**config.mk**
```make
export PLATFORM = sky130hd
export DESIGN_NAME = fetch_unit
export DESIGN_NICKNAME = d
export VERILOG_FILES = /design/src/rtl/fetch_unit.sv
export SDC_FILE = /design/constraint.sdc
export NUM_CORES = 1
export LEC_CHECK = 0
export BUFFER_PORTS_ARGS = -buffer_cell sky130_fd_sc_hd__buf_2
export CAP_MARGIN = 20
export CORE_AREA = 2 2 74 76
export DETAILED_ROUTE_END_ITERATION = 8
export DIE_AREA = 0 0 76 78
export GPL_TIMING_DRIVEN = 0
export PLACE_DENSITY = 0.79
export SLEW_MARGIN = 20
export SYNTH_ARGS = -nofsm -noshare
export SYNTH_HDL_FRONTEND = slang
export SYNTH_SLANG_ARGS = --single-unit
```
**constraint.sdc**
```tcl
create_clock -name clk -period 2.1 [get_ports clk]
set_clock_uncertainty 0.1 [all_clocks]
set_input_delay 0.42 -clock clk [delete_from_list [all_inputs] [get_ports clk]]
set_output_delay 0.42 -clock clk [all_outputs]
set_load 0.02 [all_outputs]
```
**src/rtl/fetch_unit.sv**
```systemverilog
// Instruction fetch stage: owns the PC, drives the combinational instruction
// memory address and registers each fetched word into a one-entry valid/ready
// slot for decode. Unconditional jumps are resolved here; branch redirects
// arrive from downstream. An all-zero instruction word halts fetch.
module fetch_unit #(
  parameter int unsigned ADDR_W  = 5,
  parameter int unsigned DATA_W  = 32,
  parameter logic [5:0]  JUMP_OP = 6'd9
) (
  input  logic              clk,
  input  logic              rst_n,
  input  logic              start,
  output logic [ADDR_W-1:0] imem_addr,
  input  logic [DATA_W-1:0] imem_data,
  input  logic              redirect_valid,
  input  logic [ADDR_W-1:0] redirect_addr,
  output logic              out_valid,
  input  logic              out_ready,
  output logic [DATA_W-1:0] out_instr,
  output logic [ADDR_W-1:0] out_pc,
  output logic              halted,
  output logic              busy
);

  typedef enum logic [1:0] {
    StIdle  = 2'd0,
    StFetch = 2'd1,
    StHalt  = 2'd2
  } state_e;

  state_e              state_q, state_d;
  logic [ADDR_W-1:0]   pc_q, pc_d;
  logic [DATA_W-1:0]   out_instr_q, out_instr_d;
  logic [ADDR_W-1:0]   out_pc_q, out_pc_d;
  logic                out_valid_q, out_valid_d;

  logic                slot_free;
  logic                word_zero;
  logic                word_jump;

  // Slot can take a new word when empty or when decode drains it this cycle.
  assign slot_free = !out_valid_q || out_ready;
  assign word_zero = (imem_data == '0);
  assign word_jump = (imem_data[DATA_W-1 -: 6] == JUMP_OP);

  // Next-state, PC and output-slot update logic.
  always_comb begin
    state_d     = state_q;
    pc_d        = pc_q;
    out_instr_d = out_instr_q;
    out_pc_d    = out_pc_q;
    out_valid_d = out_valid_q;

    unique case (state_q)
      StIdle: begin
        pc_d        = '0;
        out_valid_d = 1'b0;
        if (start) begin
          state_d = StFetch;
        end
      end

      StFetch: begin
        if (redirect_valid) begin
          // Redirect wins over everything; any held word is flushed.
          pc_d        = redirect_addr;
          out_valid_d = 1'b0;
        end else if (slot_free) begin
          if (word_zero) begin
            state_d     = StHalt;
            out_valid_d = 1'b0;
          end else if (word_jump) begin
            // Jump is consumed here and never forwarded; upper target bits dropped.
            pc_d        = imem_data[ADDR_W-1:0];
            out_valid_d = 1'b0;
          end else begin
            out_instr_d = imem_data;
            out_pc_d    = pc_q;
            out_valid_d = 1'b1;
            pc_d        = pc_q + ADDR_W'(1);
          end
        end
      end

      StHalt: begin
        out_valid_d = 1'b0;
        if (redirect_valid) begin
          state_d = StFetch;
          pc_d    = redirect_addr;
        end else if (start) begin
          state_d = StFetch;
          pc_d    = '0;
        end
      end

      default: begin
        state_d     = StIdle;
        pc_d        = '0;
        out_valid_d = 1'b0;
      end
    endcase
  end

  // State, PC and output-slot registers.
  always_ff @(posedge clk or negedge rst_n) begin
    if (!rst_n) begin
      state_q     <= StIdle;
      pc_q        <= '0;
      out_instr_q <= '0;
      out_pc_q    <= '0;
      out_valid_q <= 1'b0;
    end else begin
      state_q     <= state_d;
      pc_q        <= pc_d;
      out_instr_q <= out_instr_d;
      out_pc_q    <= out_pc_d;
      out_valid_q <= out_valid_d;
    end
  end

  assign imem_addr = pc_q;
  assign out_valid = out_valid_q;
  assign out_instr = out_instr_q;
  assign out_pc    = out_pc_q;
  assign halted    = (state_q == StHalt);
  assign busy      = (state_q == StFetch);

endmodule

```
**Word-level counts from Yosys, hierarchy flattened**

Cells that the tools add are included.

- Add/sub/neg operators: 1
- Eq/ne operators: 9
- Multiplexer cells: 18
- Bitwise operators: 3
- Reduce and logical (&&, ||, !) cells: 7

Operators by type and width:

| kind | count |
|---|---|
| $logic_not 32->1 | 1 |
| $mux 5 | 6 |
| $mux 2 | 5 |
| $pmux 5 s2 | 1 |
| $eq 6x4->1 const B | 1 |
| $ne 3x3->1 const B | 2 |
| $pmux 2 s3 | 1 |
| $reduce_and 3->1 | 2 |
| $add 5x1->5 const B | 1 |
| $mux 1 | 5 |
| $reduce_and 5->1 | 1 |
| $ne 2x1->1 const B | 2 |
| $ne 3x2->1 const B | 1 |
| $not 1->1 | 3 |
| $eq 2x1->1 const B | 1 |
| $eq 2x2->1 const B | 1 |
| $logic_not 2->1 | 1 |
| $ne 2x2->1 const B | 1 |
| $logic_not 1->1 | 1 |
| $logic_or 1x1->1 | 1 |

- Bits in registers: 45
- Input bits: 42
- Logic and storage cells: 43

**Longest topological paths before layout**

- Depth after elaboration: 6
- Depth in mapped cells: 8

**Worst setup path before layout**

OpenSTA, ideal clock, no wires.

- Path kind: reg2reg
- Start point: reg state_q[1]
- End point: reg pc_q[0], in the netlist imem_addr[0]
- Library setup time: 0.125 ns
- Arrival: 1.916 ns
- Required time: 1.875 ns
- Slack: -0.040 ns
- Stages on the path, launching flop included: 9
- Period minus slack after synthesis: 2.140 ns
- Path through: dfrtp_1 > inv_1 > ha_1 > nor2b_1 > clkbuf_1 > nand2_1 > o21ai_0 > a21oi_1 > mux2_2

- Cells in the longest elaborated chain, start to end: 3
- Elaborated cells between the ends (all ways): 7

Ends and longest elaborated chain:

| what | RTL line | RTL |
|---|---|---|
| from (decl) | 31 | `state_e state_q, state_d;` |
| from (signal assigned) | 107 | `state_q <= StIdle;` |
| from (signal assigned) | 113 | `state_q <= state_d;` |
| $eq 2x1->1 (*) | -- |  |
| net busy | 22 | `output logic busy` |
| $ne 3x3->1 (no source line) or $ne 3x2->1 (tied branches) | -- |  |
| $reduce_and 3->1 (no source line) | -- |  |
| to (signal assigned) | 114 | `pc_q <= pc_d;` |
| to (decl) | 32 | `logic [ADDR_W-1:0] pc_q, pc_d;` |

Mark *: on every way through the listed nets, which the timed path passes. The rest lies on a longest branch.
A chain may end at the register's enable or synchronous reset.

**Worst setup path in the final report**

- Start point: in imem_data[5]
- End point: reg out_pc_q[1], in the netlist out_pc[1]

- Cells in the longest elaborated chain, start to end: 3

Ends and longest elaborated chain:

| what | RTL line | RTL |
|---|---|---|
| from (decl) | 14 | `input logic [DATA_W-1:0] imem_data,` |
| $logic_not 32->1 | 43 | `assign word_zero = (imem_data == '0);` |
| $not 1->1 (no source line) | -- |  |
| $reduce_and 5->1 (no source line) | -- |  |
| to (signal assigned) | 116 | `out_pc_q <= out_pc_d;` |
| to (decl) | 34 | `logic [ADDR_W-1:0] out_pc_q, out_pc_d;` |

No other way between the ends.

==> qor.csv <==
stage;metric;value;unit
critical_path;critical-path maximum fanout;10;
critical_path;endpoint type of the worst setup path;register;
critical_path;Critical Path Slowest Stage Cell;or4_1;
synthesis;post-synthesis register bit count;45;
timing;Final Hold Vio Count;0;
place;placed cells;316;
die;Rows;26;
status;status;finished, final reports clean;
synthesis;sequential area share after synthesis;0.523;
synthesis;EDFF count, synth;0;
timing;unrepaired setup endpoints after global routing;false;
synthesis;Mapped Area;2150;sq um
global_route;Tot GR Track Use;0.172;
clock_tree;Hold-fix buffers, CTS;0;
power;VDD IR-drop max;831;uV
timing;maximum clock frequency;492;MHz
global_route;grt total ovfl;0;
global_route;first-pass GRT wire length;8150;um
critical_path;WS Path Type;input port to register;
routing;top sig layer;met4;
clock_tree;clk_lat worst skew;290;ps
routing;met3 WL;278;um
routing;Post-Route WL;5000;um
critical_path;Worst Path Required;2180;ps
clock_tree;CTS tree;yes;
synthesis;post-synthesis cell type count;31;
clock_tree;Root Buffer;clkbuf_8;
die;chip width;76;um
routing;drt pass-1 iters;4;
critical_path;CP Cell Sequence;buf_2, or4_1, nor2_2, and3_4, nor4_4, buf_6, buf_6, mux2_4;
synthesis;Mapped Avg Cell Area;13.5;sq um
die;# IOs;87;
routing;# DRC;0;
final_layout;ANT cells;0;
synthesis;Synth Flop Type;dfrtp_1;
timing;Slew Limit Fails;0;
critical_path;Worst path most repeated cell;buf_6;
routing;Post-Route M1 WL;2230;um
critical_path;delay-heaviest family, CP;simple AND/OR/NAND/NOR gates;
final_layout;Nets;303;
synthesis;Post-synth top cells;45 x dfrtp_1, 24 x mux2_2, 19 x mux2_4;
synthesis;synth top area cells;dfrtp_1 52%, mux2_4 13%, mux2_2 13%;
routing;Routed Antenna Nets;0;
clock_tree;TritonCTS buffer count;5;
die;die height;78;um
timing;minimum clock period;2030;ps
global_route;largest net degree at the start of global routing;46;
synthesis;yosys warns;0;
timing;setup TNS;0;ps
critical_path;critical path startpoint category;input port;
timing;fin crit share;0.969;
final_layout;Final Non-Filler Cells;327;
power;leakage power;1.40;nW
synthesis;count leader, synth;dfrtp_1;
synthesis;Gate Count Post-Synth;160;
timing;worst-margin pin slew;567;ps
die;Starting Density;0.427;
synthesis;syn_nets;207;
clock_tree;clock sink count;45;
global_route;initial antenna violation count;0;
routing;DR vias;1631;
routing;met2 routed WL;2460;um
routing;Avg WL per Cell;15.3;um
place;HPWL Detailed;3680;um
timing;setup violators final;0;
timing;max_slew headroom;0.622;
synthesis;post-synth top area cell;dfrtp_1;
routing;starting DRC count in detailed routing;58;
synthesis;top-area cell type share of the netlist area;0.523;
global_route;vias in the first global route;1614;
clock_tree;worst-case clock buffer depth;2;
synthesis;Async S/R FF share, synth;1.00;
place;gpl congestion;0.769;
final_layout;share of cells above drive strength 1;0.599;
critical_path;crit path buf inv count;3;
die;core area;5040;sq um
die;die area;5930;sq um
min_path;Hold WC Path Type;input port to async pin;
final_layout;fillcell total;432;
run;max cap viols;0;
critical_path;crit-path max cell delay;540;ps
place;Buffers on Ports;86;
final_layout;Area Growth Syn to Fin;33.0;%
critical_path;Arr. time, crit path;2120;ps
clock_tree;clock transition at the registers of the reported paths;80;ps
routing;Via-to-Cell Ratio;4.99;
clock_tree;htree depth;2;
power;pwr/cell area;1360;nW/um^2
## layer usage
metal	vias up	global-route usage
li1	785	-
met1	791	0.226
met2	51	0.291
met3	4	0.0407
met4	0	0.0400
met5	-	0
## path summary, 6_finish.rpt
| check | from | slack [ps] | depth (start not counted) | to |
|---|---|---|---|---|
| worst max register to register | state_q[0] | 110 | 6 | imem_addr[2] |
| worst max-delay path | imem_data[5] | 70 | 8 | out_pc[1] |
| worst min-delay path | rst_n | 10 | 1 | imem_addr[1] |
| max in group asynchronous | rst_n | 1500 | 1 | imem_addr[4] |
| worst min register to register | out_instr[1] | 410 | 1 | out_instr[1] |
| min in group clk | imem_data[13] | 260 | 2 | out_instr[13] |
## logic make-up (layout without fill, tap and decap cells)
kind of cell    after synthesis  in the layout  share of synthesized area
compound gates               15             15                     0.0482
xor+xnor                      3              3                     0.0122
fa+ha+maj                     5              5                     0.0290
buf+inv                      11            108                     0.0308
flops                        45             45                      0.523
mux                          43             43                      0.258
simple gates                 38             38                     0.0993
## cell usage in the layout, fill, tap and decap left out, drive strengths merged
cell type,synthesis,routed
and2,1,1
nand4,1,1
and4,1,1
a311oi,1,1
nor2,5,5
nand2b,3,3
inv,5,5
buf,5,95
dfrtp,45,45
clkbuf,1,6
clkinv,0,2
nor3,1,1
ha,5,5
and3,3,3
nor4,5,5
a2111o,1,1
o21a,1,1
xnor2,3,3
nor2b,2,2
o31a,1,1
a32oi,2,2
a21oi,4,4
a31oi,2,2
mux2,43,43
or4,4,4
a211oi,1,1
nand3,8,8
o21ai,2,2
or3,1,1
nand2,3,3
## registers in the layout, summed over array words and instances, names as in the netlist
name,cells
imem_addr,5
out_instr,32
out_pc,5
out_valid,1
state_q,2
## power breakdown
part | internal (mW) | switching [mW] | leakage (nW)
sequential | 1.24 | 0.216 | 0.554
combinational | 0.881 | 1.00 | 0.798
clock | 0.267 | 0.292 | 0.0512
total | 2.39 | 1.51 | 1.40
## metrics by stage
stage | hold slack (ps) | instance area (sq um) | utilization | worst slack [ps] | total power [mW]
floorplan | 24.4 | 2170 | - | -8.23 | 2.72
detailed placement | 391 | 2690 | 0.533 | -414 | 3.33
CTS | 224 | 2840 | 0.564 | 22.1 | 3.94
global placement | 386 | 2690 | 0.533 | -373 | 3.28
finish | 11.0 | 2870 | 0.568 | 65.7 | 3.90
global route | 61.8 | 2870 | 0.568 | 3.86 | 4.13
## cell type report
cell class                 instances  area [sq um]  share of cell area
multi-input combinational        104          1020               0.357
clock inverter                     2          13.8             0.00480
clock buffer                       6          82.6              0.0288
buffer                             5          50.0              0.0175
sequential                        45          1130               0.393
timing repair buffer              90           463               0.162
tap                               70          87.6              0.0306
inverter                           5          18.8             0.00655
## timing repair
item,in CTS,in global routing
setup buffers,3,1
pin swaps,0,1
resized for setup,7,4
setup endpoints to repair,34,35
Power figures use the tool's default switching activity.
